### config.mk
export PLATFORM = sky130hd
export DESIGN_NAME = brush_painter_flat
export DESIGN_NICKNAME = d
export VERILOG_FILES = /design/src/rtl/paint_pkg.sv /design/src/rtl/brush_painter_if.sv /design/src/rtl/brush_clip.sv /design/src/rtl/brush_painter.sv /design/src/flat_wrapper.sv
export SDC_FILE = /design/constraint.sdc
export NUM_CORES = 1
export LEC_CHECK = 0
export ABC_AREA = 1
export ABC_CLOCK_PERIOD_IN_PS = 3600
export BUFFER_PORTS_ARGS = -buffer_cell sky130_fd_sc_hd__buf_2
export CAP_MARGIN = 40
export CORE_UTILIZATION = 63
export CTS_BUF_LIST = sky130_fd_sc_hd__clkbuf_8
export DETAILED_ROUTE_END_ITERATION = 10
export GPL_TIMING_DRIVEN = 0
export PLACE_DENSITY = 0.83
export SYNTH_ARGS = -nofsm -noshare
export SYNTH_HDL_FRONTEND = slang
export SYNTH_HIERARCHICAL = 1
export SYNTH_SLANG_ARGS = --single-unit
export TNS_END_PERCENT = 100
### constraint.sdc
create_clock -name clk -period 3.6 [get_ports clk]
set_input_delay 0.72 -clock clk [delete_from_list [all_inputs] [get_ports clk]]
set_output_delay 0.72 -clock clk [all_outputs]
set_load 0.02 [all_outputs]
### src/rtl/paint_pkg.sv
// Types and constants shared by the painter, its clip helper and the pixel store.
package paint_pkg;
    localparam int CANVAS_SIZE = 180;
    localparam logic [2:0] BG_COLOR = 3'b101;

    typedef logic [2:0] color_t;

    typedef enum logic {
        PAINT = 1'b0,
        CLEAR = 1'b1
    } paint_op_t;

    typedef enum logic [1:0] {
        IDLE  = 2'd0,
        SETUP = 2'd1,
        SWEEP = 2'd2
    } painter_state_t;
endpackage

### src/rtl/brush_painter_if.sv
// Command handshake from the MCU-interface decoder into the brush painter.
interface brush_painter_if;
    import paint_pkg::*;

    logic       cmd_valid;
    logic       cmd_ready;
    paint_op_t  cmd_op;
    logic [7:0] cmd_x;
    logic [7:0] cmd_y;
    logic [2:0] cmd_radius;
    color_t     cmd_color;

    modport master (
        output cmd_valid, cmd_op, cmd_x, cmd_y, cmd_radius, cmd_color,
        input  cmd_ready
    );

    modport slave (
        input  cmd_valid, cmd_op, cmd_x, cmd_y, cmd_radius, cmd_color,
        output cmd_ready
    );
endinterface

### src/rtl/brush_clip.sv
// Clips a square brush footprint (or the whole canvas for CLEAR) to canvas bounds.
module brush_clip
    import paint_pkg::*;
#(
    parameter int CANVAS_SIZE = paint_pkg::CANVAS_SIZE
) (
    input  paint_op_t  op,
    input  logic [7:0] cx,
    input  logic [7:0] cy,
    input  logic [2:0] r,
    output logic [7:0] x0,
    output logic [7:0] x1,
    output logic [7:0] y0,
    output logic [7:0] y1,
    output logic       empty
);
    localparam logic signed [9:0] MAXC = 10'(CANVAS_SIZE - 1);

    // Ten bits keep cx+r from wrapping for centres near 255.
    logic signed [9:0] xl, xh, yl, yh;

    always_comb begin
        xl = $signed({2'b00, cx}) - $signed({7'b0, r});
        xh = $signed({2'b00, cx}) + $signed({7'b0, r});
        yl = $signed({2'b00, cy}) - $signed({7'b0, r});
        yh = $signed({2'b00, cy}) + $signed({7'b0, r});
        if (xl < 0)    xl = '0;
        if (yl < 0)    yl = '0;
        if (xh > MAXC) xh = MAXC;
        if (yh > MAXC) yh = MAXC;
        if (op == CLEAR) begin
            xl = '0;
            yl = '0;
            xh = MAXC;
            yh = MAXC;
        end
        empty = (xl > xh) || (yl > yh);
        x0 = xl[7:0];
        x1 = xh[7:0];
        y0 = yl[7:0];
        y1 = yh[7:0];
    end
endmodule

### src/rtl/brush_painter.sv
// Command-driven stroke generator: one clipped pixel write per cycle in raster order.
//   state | meaning
//   IDLE  | cmd_ready high, waiting for a command
//   SETUP | clipped bounds computed from latched command, counters loaded
//   SWEEP | one pixel per cycle; extra final cycle drops brush and pulses done
module brush_painter
    import paint_pkg::*;
#(
    parameter int CANVAS_SIZE = paint_pkg::CANVAS_SIZE
) (
    input  logic                  clk,
    input  logic                  reset,
    brush_painter_if.slave        cmd,
    output logic                  brush,
    output color_t                newColor,
    output logic [7:0]            wx,
    output logic [7:0]            wy,
    output logic                  done
);
    painter_state_t state;
    paint_op_t      op_q;
    logic [7:0]     cx_q, cy_q;
    logic [2:0]     r_q;
    color_t         color_q;
    logic [7:0]     x0_q, x1_q, y1_q;
    logic [7:0]     x, y;
    logic           fin;

    logic [7:0] cx0, cx1, cy0, cy1;
    logic       empty;

    brush_clip #(.CANVAS_SIZE(CANVAS_SIZE)) u_clip (
        .op    (op_q),
        .cx    (cx_q),
        .cy    (cy_q),
        .r     (r_q),
        .x0    (cx0),
        .x1    (cx1),
        .y0    (cy0),
        .y1    (cy1),
        .empty (empty)
    );

    assign cmd.cmd_ready = (state == IDLE);

    always_ff @(posedge clk or negedge reset) begin
        if (!reset) begin
            state    <= IDLE;
            op_q     <= PAINT;
            cx_q     <= '0;
            cy_q     <= '0;
            r_q      <= '0;
            color_q  <= '0;
            x0_q     <= '0;
            x1_q     <= '0;
            y1_q     <= '0;
            x        <= '0;
            y        <= '0;
            fin      <= 1'b0;
            brush    <= 1'b0;
            newColor <= '0;
            wx       <= '0;
            wy       <= '0;
            done     <= 1'b0;
        end else begin
            done <= 1'b0;
            unique case (state)
                IDLE: begin
                    brush <= 1'b0;
                    if (cmd.cmd_valid) begin
                        op_q    <= cmd.cmd_op;
                        cx_q    <= cmd.cmd_x;
                        cy_q    <= cmd.cmd_y;
                        r_q     <= cmd.cmd_radius;
                        color_q <= cmd.cmd_color;
                        state   <= SETUP;
                    end
                end
                SETUP: begin
                    x0_q  <= cx0;
                    x1_q  <= cx1;
                    y1_q  <= cy1;
                    x     <= cx0;
                    y     <= cy0;
                    // An empty footprint goes straight to the closing cycle.
                    fin   <= empty;
                    state <= SWEEP;
                end
                SWEEP: begin
                    if (fin) begin
                        brush <= 1'b0;
                        done  <= 1'b1;
                        state <= IDLE;
                    end else begin
                        brush    <= 1'b1;
                        wx       <= x;
                        wy       <= y;
                        newColor <= color_q;
                        if (x == x1_q) begin
                            x   <= x0_q;
                            y   <= y + 8'd1;
                            fin <= (y == y1_q);
                        end else begin
                            x <= x + 8'd1;
                        end
                    end
                end
                default: state <= IDLE;
            endcase
        end
    end
endmodule

### src/flat_wrapper.sv
// flat-port wrapper written by rule: the top's interface ports become plain ports
module brush_painter_flat import paint_pkg::*;
#(
    parameter int CANVAS_SIZE = paint_pkg::CANVAS_SIZE
)
  (clk, reset, brush, newColor, wx, wy, done, cmd_cmd_valid, cmd_cmd_op, cmd_cmd_x, cmd_cmd_y, cmd_cmd_radius, cmd_cmd_color, cmd_cmd_ready);
  brush_painter_if cmd_i ();
  input  logic clk;
  input  logic reset;
  output logic brush;
  output color_t newColor;
  output logic [7:0] wx;
  output logic [7:0] wy;
  output logic done;
  input wire logic [$bits(cmd_i.cmd_valid)-1:0] cmd_cmd_valid;
  input wire logic [$bits(cmd_i.cmd_op)-1:0] cmd_cmd_op;
  input wire logic [$bits(cmd_i.cmd_x)-1:0] cmd_cmd_x;
  input wire logic [$bits(cmd_i.cmd_y)-1:0] cmd_cmd_y;
  input wire logic [$bits(cmd_i.cmd_radius)-1:0] cmd_cmd_radius;
  input wire logic [$bits(cmd_i.cmd_color)-1:0] cmd_cmd_color;
  output wire logic [$bits(cmd_i.cmd_ready)-1:0] cmd_cmd_ready;
  assign cmd_i.cmd_valid = cmd_cmd_valid;
  assign cmd_i.cmd_op = cmd_cmd_op;
  assign cmd_i.cmd_x = cmd_cmd_x;
  assign cmd_i.cmd_y = cmd_cmd_y;
  assign cmd_i.cmd_radius = cmd_cmd_radius;
  assign cmd_i.cmd_color = cmd_cmd_color;
  assign cmd_cmd_ready = cmd_i.cmd_ready;
  brush_painter #(.CANVAS_SIZE(CANVAS_SIZE)) u_core (.clk(clk), .reset(reset), .cmd(cmd_i), .brush(brush), .newColor(newColor), .wx(wx), .wy(wy), .done(done));
endmodule
# [Word level (Yosys, flattened, before mapping)]
# Index checks and enable logic that the tools add are counted.
[totals] register_bits=87
[op_classes] n_lt_le_gt_ge=6 n_reduce_logical=9 eq_ne=8 bitwise=1 n_addsub=6 n_mux=24
[ops] cell="2-to-1 mux 10 bit" count=6
[ops] cell="2-to-1 mux 8 bit" count=4
[ops] cell="one-hot mux 8 bit (2 select lines)" count=2
[ops] cell="> comparator 10 bit" count=2
[ops] cell="adder 8 x 3 -> 9 bit" count=2
[ops] cell="> comparator 9 x 8 -> 1 bit, second input constant" count=2
[ops] cell="< comparator 9 x 1 -> 1 bit, second input constant" count=2
[ops] cell="2-to-1 mux 9 bit" count=2
[ops] cell="subtractor 8 x 3 -> 9 bit" count=2
[ops] cell="adder 8 x 1 -> 8 bit, second input constant" count=2
[ops] cell="equality test 8 bit" count=2
[ops] cell="AND reduction 2 bit" count=4
[ops] cell="one-hot mux 2 bit (3 select lines)" count=1
[ops] cell="2-to-1 mux 1 bit" count=5
[ops] cell="2-to-1 mux 2 bit" count=2
[ops] cell="!= test 2 x 1 -> 1 bit, second input constant" count=2
[ops] cell="!= test 2 bit, second input constant" count=2
[ops] cell="one-hot mux 1 bit (2 select lines)" count=2
[ops] cell="nonzero test 2 bit" count=2
[ops] cell="AND reduction 3 bit" count=1
[ops] cell="equality test 2 x 1 -> 1 bit, second input constant" count=1
[ops] cell="equality test 2 bit, second input constant" count=1
[ops] cell="zero test 2 bit" count=1
[ops] cell="logical OR 1 bit" count=1
[ops] cell="inverter 1 bit" count=1

# [Logic depth before layout (Yosys ltp)]
[logic_depth] word_depth=7 mapped_depth=27 depth_no_buf=26

# [Cells and area by module]
# The synthesis kept the hierarchy.
[by_module_without_submodules] module="brush_painter" n_inst=1 seq_area_each_um2=2177.1 cells_per_inst=438 area_per_inst_um2=4159.0
[by_module_without_submodules] module="brush_clip" n_inst=1 seq_area_each_um2=0.0 cells_per_inst=276 area_per_inst_um2=1631.6

# [Worst setup path before layout]
# Ideal clock, no wire load.
[synth_path] kind="register to register" startpoint="register u_core.r_q[0]" endpoint="register u_core.fin" path_slack_ns=0.772 n_path_buf=0 synth_period_minus_slack_ns=2.828 setup_ns=0.116 arrival_ns=2.712 stages_incl_launch_ff=23 cell_sequence="dfrtp_1 ha_1 fa_1 nand3_1 nand2_1 nand4_1 nand2_1 inv_1 nand2_4 a21oi_1 ha_1 inv_1 nor2_1 o21ai_0 nand2_1 o21ai_0 nand2_1 o21ai_0 nand2_1 nor2_1 nor2_1 nand2_1 nand2_1"
[synth_between] elab_chain_len=7 word_cells_on_any_way=20 classes_between="add/sub: 4; order compare: 6; mux: 9; reduce/logical: 1"
[synth_rtl] element="from (decl)" line_no="brush_painter.sv:23" source="logic [2:0] r_q;"
[synth_rtl] element="from (signal assigned)" line_no="brush_painter.sv:74" source="r_q <= cmd.cmd_radius;"
[synth_rtl] element="adder 8 x 3 -> 9 bit *" line_no="brush_clip.sv:26" source="yh = $signed({2'b00, cy}) + $signed({7'b0, r});"
[synth_rtl] element="> comparator 9 x 8 -> 1 bit" line_no="brush_clip.sv:30" source="if (yh > MAXC) yh = MAXC;"
[synth_rtl] element="2-to-1 mux 9 bit *" line_no="brush_clip.sv:30"
[synth_rtl] element="2-to-1 mux 10 bit *" line_no="brush_clip.sv:31" source="if (op == CLEAR) begin"
[synth_rtl] element="via u_core.cy1[7]" line_no="brush_painter.sv:29" source="logic [7:0] cx0, cx1, cy0, cy1;"
[synth_rtl] element="> comparator 10 bit *" line_no="brush_clip.sv:37" source="empty = (xl > xh) || (yl > yh);"
[synth_rtl] element="logical OR 1 bit *" line_no="brush_clip.sv:37"
[synth_rtl] element="via u_core.empty" line_no="brush_painter.sv:30" source="logic empty;"
[synth_rtl] element="one-hot mux 1 bit (2 select lines) *" line_no="brush_painter.sv:67" source="unique case (state)"
[synth_rtl] element="to (signal assigned)" line_no="brush_painter.sv:86" source="fin <= empty;"
[synth_rtl] element="to (signal assigned)" line_no="brush_painter.sv:102" source="fin <= (y == y1_q);"
[synth_rtl] element="to (decl)" line_no="brush_painter.sv:27" source="logic fin;"
# The timed path passes the listed nets; every way through them passes the cells marked *.
# A chain may end at the register's enable or synchronous reset.

# [Final worst setup path]
[layout_path] startpoint="register u_core.cx_q[0]" endpoint="register u_core.fin"
[layout_between] elab_chain_len=7 word_cells_on_any_way=11 classes_between="add/sub: 2; order compare: 3; mux: 5; reduce/logical: 1"
[layout_rtl] element="from (decl)" line_no="brush_painter.sv:22" source="logic [7:0] cx_q, cy_q;"
[layout_rtl] element="from (signal assigned)" line_no="brush_painter.sv:72" source="cx_q <= cmd.cmd_x;"
[layout_rtl] element="subtractor 8 x 3 -> 9 bit *" line_no="brush_clip.sv:23" source="xl = $signed({2'b00, cx}) - $signed({7'b0, r});"
[layout_rtl] element="< comparator 9 x 1 -> 1 bit" line_no="brush_clip.sv:27" source="if (xl < 0) xl = '0;"
[layout_rtl] element="2-to-1 mux 10 bit *" line_no="brush_clip.sv:27"
[layout_rtl] element="2-to-1 mux 10 bit *" line_no="brush_clip.sv:31"
[layout_rtl] element="via u_core.cx0[5]" line_no="brush_painter.sv:29"
[layout_rtl] element="> comparator 10 bit *" line_no="brush_clip.sv:37"
[layout_rtl] element="logical OR 1 bit *" line_no="brush_clip.sv:37"
[layout_rtl] element="via u_core.empty" line_no="brush_painter.sv:30"
[layout_rtl] element="one-hot mux 1 bit (2 select lines) *" line_no="brush_painter.sv:67"
# Marked as above.

==> summary.txt <==
Floorplan
  – Die width: just under 100 µm
  – Row Count: 34
  – Initial Utilization: 65.8%
  – I/O pin cnt: 48
  – Full die area: 9580 µm²
  – Die Y: around 98 µm
  – Floorplan core area: between 8000 and 9000 µm²

Detailed routing
  – Overall routed net length: ~13000 µm
  – Pre-antenna DRT Iters: 10
  – Via count: 4847
  – Routed WL per cell: 14.1 µm
  – Antenna Nets Post-Route: 0
  – Routed vias/inst: 5.48
  – Initial DRC count: 224
  – Drc violations: 6

Worst setup path
  – Worst Setup EP: u_core/fin
  – Crit path required time: 3830 ps
  – Worst R2R End: u_core/fin
  – R2r setup slk: 250 ps
  – Worst r2r path cells: 19
  – RR Startpoint: u_core/cx_q[0]
  – WS Path Type: reg -> reg
  – CP Launch Point: u_core/cx_q[0]
  – Worst-path maximum fanout: 8
  – Crit. End Element: flop
  – Critical Path Start Type: flop
  – Worst EP arrival: 3580 ps

Layout
  – FF+latch area: roughly 2200 µm²
  – Nets: 838
  – Fillers: 705
  – ANT cells: 0
  – Area Growth Syn to Fin: 10.7%
  – Layout Cells excl Fill: 885
  – Core Util, Final: 72.8%
  – Share of layout cells above drive strength 1: between 15 and 20%
  – Area occupied by multi-input gates: 3170 µm²

Placement
  – Placed cell count: 870
  – HPWL Detailed: 9720 µm
  – GPL Wtd Cong: 0.873
  – IO buf count: 47

Global route
  – Vias in the first global route: approximately 4.6k
  – Largest net degree at the start of global routing: 52
  – Total congestion overflow: 0
  – Global-route wire length before repair: 21300 µm
  – Total GRT Usage: 27.6%
  – Initial antenna violation count: 0

Synth
  – Synth unique cells: between 40 and 50
  – Number of enable flip-flop cells after synthesis: 0
  – Post-synth ARST share: 100%
  – Post-synth top area share: 37.6%
  – Largest area contributor in the netlist: dfrtp_1
  – Yosys reg bits: 87
  – Register area share after synthesis: 37.6%
  – Yosys warnings: 6
  – Area of the mapped netlist: about 5800 µm²
  – Top FF cell, synth: dfrtp_1
  – Post-Syn Area per Cell: a little over 8 µm²
  – Largest cells by area after synthesis: dfrtp_1 (38%), nand2_1 (12%), ha_1 (7.6%)
  – Net Count, Synth: between 700 and 800
  – Synth Instances: between 700 and 800

Outcome
  – Failing checks: DRC
  – Outcome: finished with violations

Clocking
  – Total CTS buffers: 9
  – CTS tree: built
  – Post-CTS setup buffer count: 0
  – Clock slew at reported path FFs: roughly 80 ps
  – Cts hold-fix bufs: 0
  – Skew-Pair Late Insertion Delay: 350 ps
  – Number of gates resized after CTS: 0
  – Clk root buf: clkbuf_8
  – CTS Buffer Depth: 2
  – # H-tree levels: 3
  – Number of clock sinks: 87

Timing
  – Max Clk Rate: 299 MHz
  – Final Max Slew Viols: 0
  – Worst Skew: approximately 9.5 ps
  – Slew @ Worst Pin: approximately 510 ps
  – Final setup violation count: 0
  – Min cycle time layout: between 3000 and 4000 ps
  – Slew margin rel.: 65.7%
  – RSZ-0062 raised after global routing: false
  – Fin crit share: 93.0%
  – Fin Setup TNS: 0 ps
  – Hold Vio Cnt, Final: 0

Job
  – Max-cap viol count: 0

Min path
  – Hold Crit Class: in -> async
[cell usage in the layout, fill, tap and decap left out, types with 3 or more instances in the layout]
| cell | Yosys | routed |
|---|---|---|
| mux2_2 | 34 | 34 |
| nor2_1 | 50 | 50 |
| nor3b_1 | 3 | 3 |
| ha_1 | 35 | 35 |
| xor2_1 | 17 | 17 |
| clkbuf_8 | 1 | 11 |
| o21ai_0 | 35 | 35 |
| xnor2_1 | 8 | 8 |
| a21oi_1 | 37 | 36 |
| inv_1 | 77 | 79 |
| fa_1 | 4 | 4 |
| nand2_1 | 190 | 190 |
| inv_2 | 9 | 9 |
| nand4_1 | 12 | 12 |
| nand2_4 | 4 | 4 |
| dfrtp_1 | 87 | 86 |
| nand2_2 | 10 | 10 |
| nand2_8 | 3 | 3 |
| nand3_1 | 55 | 55 |
| buf_2 | 8 | 54 |
| nor2_8 | 3 | 3 |
| clkbuf_1 | 5 | 5 |
[cells in the mapped netlist (all sizes together), types with 3 or more instances]
master,instances
nand3,57
xor2,17
nand2,207
nand4,12
inv,86
clkbuf,6
dfrtp,87
a21oi,38
xnor2,9
mux2,34
buf,11
nor2,55
o21ai,38
nor3b,3
clkinv,4
ha,35
fa,4
[critical path: stages, from the launching register on]
cell and delay [ps]:
dfrtp_1 400, inv_1 70, ha_1 130, inv_1 60
fa_1 370, nand2_1 120, nand4_1 200, o31ai_4 420
a21oi_1 170, ha_1 360, nand2_1 110, nor2_1 60
o21ai_0 90, a31oi_1 110, o21ai_0 220, nand2_1 90
nor2_1 90, nor2_1 40, nand2_1 60, nand2_1 50
[worst min-delay path by stage]
stage,startpoint,endpoint,depth (start not counted)
after global routing,reset,u_core/wx[0],1
after floorplan,reset,u_core/brush,0
after global placement,u_core/newColor[1],u_core/newColor[1],2
after CTS,reset,u_core/wx[0],1
final,reset,u_core/wx[0],1
after detailed placement,u_core/newColor[1],u_core/newColor[1],2
[routing by layer]
layer / routed length (µm) / track usage, % / vias to the layer above
met5: 0 / 0 / -
met2: 6140 / 48.5 / 131
met4: 157 / 6.76 / 0
li1: - / - / 2427
met1: 5710 / 36.2 / 2276
met3: 497 / 3.58 / 13
[flip-flops by register name (all words and copies together), names as in the netlist, 8 cells and up]
name / count
u_core/cx_q: 8
u_core/cy_q: 8
u_core/wx: 8
u_core/wy: 8
u_core/x0_q: 8
u_core/x1_q: 8
u_core/x: 8
u_core/y1_q: 8
u_core/y: 8
[layout make-up]
cell class	count	area share, %
Multi-Input combinational cell	520	49.5
Sequential cell	87	34.0
Inverter	90	5.39
Timing Repair Buffer	48	4.14
Clock buffer	10	2.15
Tap cell	108	2.11
Buffer	17	1.54
Clock inverter	5	1.17
[through the flow]
step | hold WS (ps) | area, µm² | setup WS [ps]
floorplan | 424 | 5790 | 772
global placement | 450 | 6160 | 374
detailed placement | 458 | 6190 | 242
CTS | 331 | 6400 | 226
global route | 348 | 6410 | 18.5
finish | 328 | 6410 | 252
[kinds of logic (layout without fill, tap and decap cells)]
| group | count (synthesis) | after routing | share of synthesized area (%) |
|---|---|---|---|
| AOI/OAI and AO/OA | 82 | 82 | 7.76 |
| xor gates and xnor gates | 26 | 26 | 4.06 |
| adders and majority gates | 39 | 39 | 8.95 |
| buffers and inverters | 107 | 170 | 7.67 |
| DFF | 87 | 87 | 37.6 |
| muxes | 34 | 34 | 6.61 |
| and+or+nand+nor | 339 | 339 | 27.4 |
Power is left out: the tool's default activity adds up to more than one toggle a clock period on the data nets, which glitch-free logic cannot reach.
